## config.mk

```make
export PLATFORM = sky130hd
export DESIGN_NAME = fp_regfile_sb
export DESIGN_NICKNAME = d
export VERILOG_FILES = /design/src/rtl/fp_pkg.sv /design/src/rtl/fp_scoreboard.sv /design/src/rtl/fp_regfile_sb.sv
export SDC_FILE = /design/constraint.sdc
export NUM_CORES = 2
export LEC_CHECK = 0
export BUFFER_PORTS_ARGS = -buffer_cell sky130_fd_sc_hd__buf_4
export CELL_PAD_IN_SITES_DETAIL_PLACEMENT = 0
export CELL_PAD_IN_SITES_GLOBAL_PLACEMENT = 1
export CORE_MARGIN = 3
export CORE_UTILIZATION = 49
export DETAILED_ROUTE_END_ITERATION = 16
export PLACE_DENSITY = 0.81
export SKIP_CTS_REPAIR_TIMING = 1
export SYNTH_ARGS = -nofsm -noshare
export SYNTH_HDL_FRONTEND = slang
export SYNTH_SLANG_ARGS = --single-unit
```

## constraint.sdc

```tcl
create_clock -name Clk -period 4.4 [get_ports Clk]
set_clock_uncertainty 0.15 [all_clocks]
set_input_delay 0.22 -clock Clk [delete_from_list [all_inputs] [get_ports Clk]]
set_output_delay 0.22 -clock Clk [all_outputs]
set_load 0.02 [all_outputs]
```

## src/rtl/fp_pkg.sv

```systemverilog
// rtl/fp_pkg.sv - shared FPU register-file constants
package fp_pkg;

    localparam int FP_WIDTH = 32;
    localparam int FP_REGS = 32;
    localparam logic [31:0] FP_ONE = 32'h3f800000;

endpackage

```

## src/rtl/fp_scoreboard.sv

```systemverilog
// rtl/fp_scoreboard.sv - busy vector and pending count for outstanding writebacks
module fp_scoreboard #(
    parameter int DEPTH = 32,
    parameter int AW = $clog2(DEPTH)
) (
    input  logic          Clk,
    input  logic          Reset_n,
    input  logic          setEn,
    input  logic [AW-1:0] setAddr,
    input  logic          clrEn,
    input  logic [AW-1:0] clrAddr,
    input  logic [AW-1:0] lookAddr1,
    input  logic [AW-1:0] lookAddr2,
    input  logic [AW-1:0] lookAddr3,
    output logic          lookBusy1,
    output logic          lookBusy2,
    output logic          lookBusy3,
    output logic [AW:0]   PendingCount
);

    logic [DEPTH-1:0] busy;
    logic [DEPTH-1:0] busyNext;
    logic             setHit;
    logic             clrHit;

    assign setHit = setEn && (setAddr != '0);
    assign clrHit = clrEn && (clrAddr != '0) && busy[clrAddr];

    // Set is applied after clear so a same-register writeback+issue stays busy.
    always_comb begin
        busyNext = busy;
        if (clrEn) busyNext[clrAddr] = 1'b0;
        if (setEn) busyNext[setAddr] = 1'b1;
        busyNext[0] = 1'b0;
    end

    always_ff @(posedge Clk) begin
        if (!Reset_n) begin
            busy         <= '0;
            PendingCount <= '0;
        end else begin
            busy <= busyNext;
            if (setHit && !clrHit)
                PendingCount <= PendingCount + 1'b1;
            else if (!setHit && clrHit)
                PendingCount <= PendingCount - 1'b1;
        end
    end

    assign lookBusy1 = busy[lookAddr1];
    assign lookBusy2 = busy[lookAddr2];
    assign lookBusy3 = busy[lookAddr3];

endmodule

```

## src/rtl/fp_regfile_sb.sv

```systemverilog
// rtl/fp_regfile_sb.sv - FP register file with bypassed reads and write scoreboard
module fp_regfile_sb
    import fp_pkg::*;
#(
    parameter int               WIDTH       = FP_WIDTH,
    parameter int               DEPTH       = FP_REGS,
    parameter int               AW          = $clog2(DEPTH),
    parameter logic [31:0]      CONST0      = FP_ONE,
    parameter logic [WIDTH-1:0] RESET_VALUE = '0
) (
    input  logic             Clk,
    input  logic             Reset_n,
    input  logic [AW-1:0]    ReadRegister1,
    input  logic [AW-1:0]    ReadRegister2,
    output logic [WIDTH-1:0] ReadData1,
    output logic [WIDTH-1:0] ReadData2,
    output logic             ReadBusy1,
    output logic             ReadBusy2,
    input  logic [AW-1:0]    WriteRegister,
    input  logic [WIDTH-1:0] WriteData,
    input  logic             RegWrite,
    input  logic [AW-1:0]    IssueRegister,
    input  logic             Issue,
    output logic             IssueReady,
    output logic [AW:0]      PendingCount
);

    localparam logic [WIDTH-1:0] REG0_VALUE = WIDTH'(CONST0);

    logic [WIDTH-1:0] mem [DEPTH];
    logic             wrHit;
    logic             issueAccept;
    logic             rawBusy1;
    logic             rawBusy2;
    logic             rawBusyIssue;

    assign wrHit = RegWrite && (WriteRegister != '0);

    always_ff @(posedge Clk) begin
        if (!Reset_n) begin
            for (int i = 1; i < DEPTH; i++) mem[i] <= RESET_VALUE;
        end else if (wrHit) begin
            mem[WriteRegister] <= WriteData;
        end
    end

    assign ReadData1 = (ReadRegister1 == '0) ? REG0_VALUE :
                       (wrHit && WriteRegister == ReadRegister1) ? WriteData : mem[ReadRegister1];
    assign ReadData2 = (ReadRegister2 == '0) ? REG0_VALUE :
                       (wrHit && WriteRegister == ReadRegister2) ? WriteData : mem[ReadRegister2];

    // A writeback landing this cycle resolves the hazard on its register.
    assign ReadBusy1   = rawBusy1 && !(RegWrite && WriteRegister == ReadRegister1);
    assign ReadBusy2   = rawBusy2 && !(RegWrite && WriteRegister == ReadRegister2);
    assign IssueReady  = (IssueRegister == '0) ||
                         !(rawBusyIssue && !(RegWrite && WriteRegister == IssueRegister));
    assign issueAccept = Issue && IssueReady && (IssueRegister != '0);

    fp_scoreboard #(
        .DEPTH(DEPTH),
        .AW   (AW)
    ) u_scoreboard (
        .Clk         (Clk),
        .Reset_n     (Reset_n),
        .setEn       (issueAccept),
        .setAddr     (IssueRegister),
        .clrEn       (wrHit),
        .clrAddr     (WriteRegister),
        .lookAddr1   (ReadRegister1),
        .lookAddr2   (ReadRegister2),
        .lookAddr3   (IssueRegister),
        .lookBusy1   (rawBusy1),
        .lookBusy2   (rawBusy2),
        .lookBusy3   (rawBusyIssue),
        .PendingCount(PendingCount)
    );

endmodule

```

==> reports/metrics.yaml <==
outcome: "complete, but fails checks"
violations: "hold timing"
synth.avg_cell_area_sq_um: 14.9
syn2layout_area_growth_pct: 13.7
cap_violations: 0
finalHoldViolations: 1
seq_power_share_pct: 46.9
grt_usage_pct: 32.3
drt-total-wl_microns: 196000
grt_pass1_vias: 37400
critical_path_buf_inv_count: 4
power_mw: 25.4
final-setup-viol-count: 0
worstSetupPathType: "in2out"
ys_seq_area_share_pct: 54.3
grt-ovfl-total: 0
power_frac_clock_pct: 39.2
holdCritStartpoint: "Reset_n"
reg2reg_to: "u_scoreboard.PendingCount[3]"
fmax_ghz: 0.265
initial_core_util_pct: 49.6
grt_max_degree: 91
slew-limit-headroom_pct: 12.6
cts.sinks: 1061
comb_power_share_pct: 13.9
mostFrequentLayoutCells: "edfxtp_1, and2_1, mux4_2"
cts_buffers: 114
drc: 0
dpl_worst_slack_ns: 0.594
ys_async_sr_fraction_pct: 0
rrSetupSlack_ns: 0.77
start_kind: "input port"
path_delay_family: "simple AND/OR/NAND/NOR gates"
dpl.hpwl_microns: 120000
cts.clk_slew.worst_paths_ns: 0.06
fin_crit_ns: 3.77
tightest_slew_ns: 1.31
intPower_mw: 18.9
grt_pass1_wl_microns: 278000
drt_first_pass_iters: 6
antenna_left: 0
syn_inst: 3881
synth_area_sq_um: 58000
core_area_sq_um: 117000
peakVddDrop_uv: 344
post-route-period-util_pct: 85.7
reg2reg_depth: 13
synth_flop_cell: "edfxtp_1"
vias_per_cell: 6.72
rr_startpoint: "u_scoreboard.busy[31]"
drv_slew: 0
die_area_sq_um: 122000
cp_data_required_time_ns: 4.03
slowest_delay_ns: 1.08
gp_congestion: 0.871
antenna_found_initial: 22
cpMaxStageDelayCell: "nor4_1"
die_h_microns: 350
power.net_switching_mw: 6.53
mostFrequentLayoutCell: "edfxtp_1"
switching_share_pct: 25.7
synth-edff-count: 1024
hold_path_class: "in2reg"
path_max_fanout: 60
p_leak_nw: 22.6
htree_levels: 3
portBuffers: 128
ys_ff_latch: 1061
drive_above_1_share_pct: 28.2
worstPathCellList: "buf_8 -> nor4_1 -> nor2_4 -> buf_4 -> a32oi_1 -> o21ai_0 -> buf_4 -> buf_4"
cts_tree: "yes"
worst_setup_path_end_kind: "primary output"
nFillCells: 8938
setup_ws_ns: 0.627
wire_per_inst_microns: 35.2
arrival_ns: 3.40
rsz0062_at_grt: "no"
worstHoldEndpoint: "u_scoreboard.PendingCount[3]"
clk_latency_ns: 0.74
rows: 125
crit_top_cell: "buf_4"
fin_hold_ws_ns: -0.000172
clock-root-buffer: "clkbuf_16"
ys_warn_count: 0
p_per_area_nw_per_um2: 386
die_x_microns: 350
clk_path_buf_depth: 3
fin_nets: 4009
dr.first_iter.drc_count: 5593
hold_path_depth: 3
fin_setup_tns_ns: 0
io_pins: 129
ys_types: 63
vias: 37500
cell type report:
type	count	area [sq um]	share of cell area (%)
flip-flops and latches	1061	31500	47.8
diodes	10	25.0	0.0380
clock buffers	142	2980	4.52
repair buffers	330	3240	4.91
well taps	1524	1910	2.89
inverters	48	180	0.273
clock inverters	72	836	1.27
multi-input cells	2393	25300	38.3
logic make-up (layout without fill, tap and decap cells):
kind of cell | after synthesis | count (layout) | synth area share, %
compound gates | 277 | 277 | 3.29
xor+xnor | 20 | 20 | 0.302
fa+ha+maj | 5 | 5 | 0.121
buf+inv | 458 | 592 | 3.35
flops | 1061 | 1061 | 54.3
mux | 754 | 754 | 25.4
other cells | 1 | 42 | 0.00647
simple gates | 1305 | 1305 | 13.2
through the flow:
stage / utilization (%) / std cells / cell area [sq um]
final: 56.4 / 5580 / 65900
after CTS: 56.0 / 5528 / 65500
after detailed placement: 52.8 / 5314 / 61700
after global placement: 52.8 / 5314 / 61700
after global routing: 56.4 / 5571 / 65900
after floorplan: - / 3912 / 58100
cells in the mapped netlist, types with 7 or more instances:
cell	n	area, sq um
a211o_1	8	70.1
a21oi_1	17	85.1
a221oi_1	22	193
a22oi_1	18	135
a32oi_1	36	315
and2_1	993	6210
buf_1	24	90.1
buf_2	67	335
buf_4	27	203
clkbuf_1	287	1080
dfxtp_1	37	741
edfxtp_1	1024	30700
inv_1	44	165
mux2_2	42	473
mux2i_1	141	1410
mux4_2	571	12900
nand2_1	158	593
nand3_1	19	95.1
nand3b_1	7	52.6
nor2_1	58	218
nor2b_1	14	87.6
nor3_1	16	80.1
o211ai_1	10	75.1
o21ai_0	87	435
o22ai_1	34	213
o32ai_1	18	158
xnor2_1	10	87.6
xor2_1	10	87.6
tightest hold or removal path, stage by stage:
cell and delay [ns]:
buf_4 0.25, clkinv_1 0.29, a21oi_1 0.07
flip-flops by register name, summed over array words and instances (netlist names):
name,flops
u_scoreboard.busy,31
mem,1024
u_scoreboard.PendingCount,6
power by group through the flow:
stage                     sequential (mW)  combinational [mW]  clock [mW]
after floorplan                      12.1                2.11           0
after global placement               12.1                3.43           0
after detailed placement             12.1                3.44           0
after CTS                            11.9                3.45        10.0
after global routing                 12.0                3.65        10.4
final                                11.9                3.53        9.98
worst max-delay path by stage:
stage                          start                           end  slack [ns]  cells past startpoint
6_report            ReadRegister1[1]                 ReadData1[14]        0.63                      8
5_1_grt             IssueRegister[0]  u_scoreboard.PendingCount[3]        0.50                     15
4_1_cts        u_scoreboard.busy[31]  u_scoreboard.PendingCount[3]        0.79                     13
3_5_place_dp        IssueRegister[0]  u_scoreboard.PendingCount[3]        0.59                     14
3_3_place_gp        IssueRegister[0]  u_scoreboard.PendingCount[3]        0.58                     14
2_1_floorplan       WriteRegister[1]         u_scoreboard.busy[15]        0.21                      5
per-layer routing:
layer  routed length [microns]  global-route usage [%]
met5                        49                       0
met4                      9730                    14.1
met3                     25600                    8.55
met2                     91100                    50.3
met1                     69800                    43.0
Power figures use the tool's default switching activity.
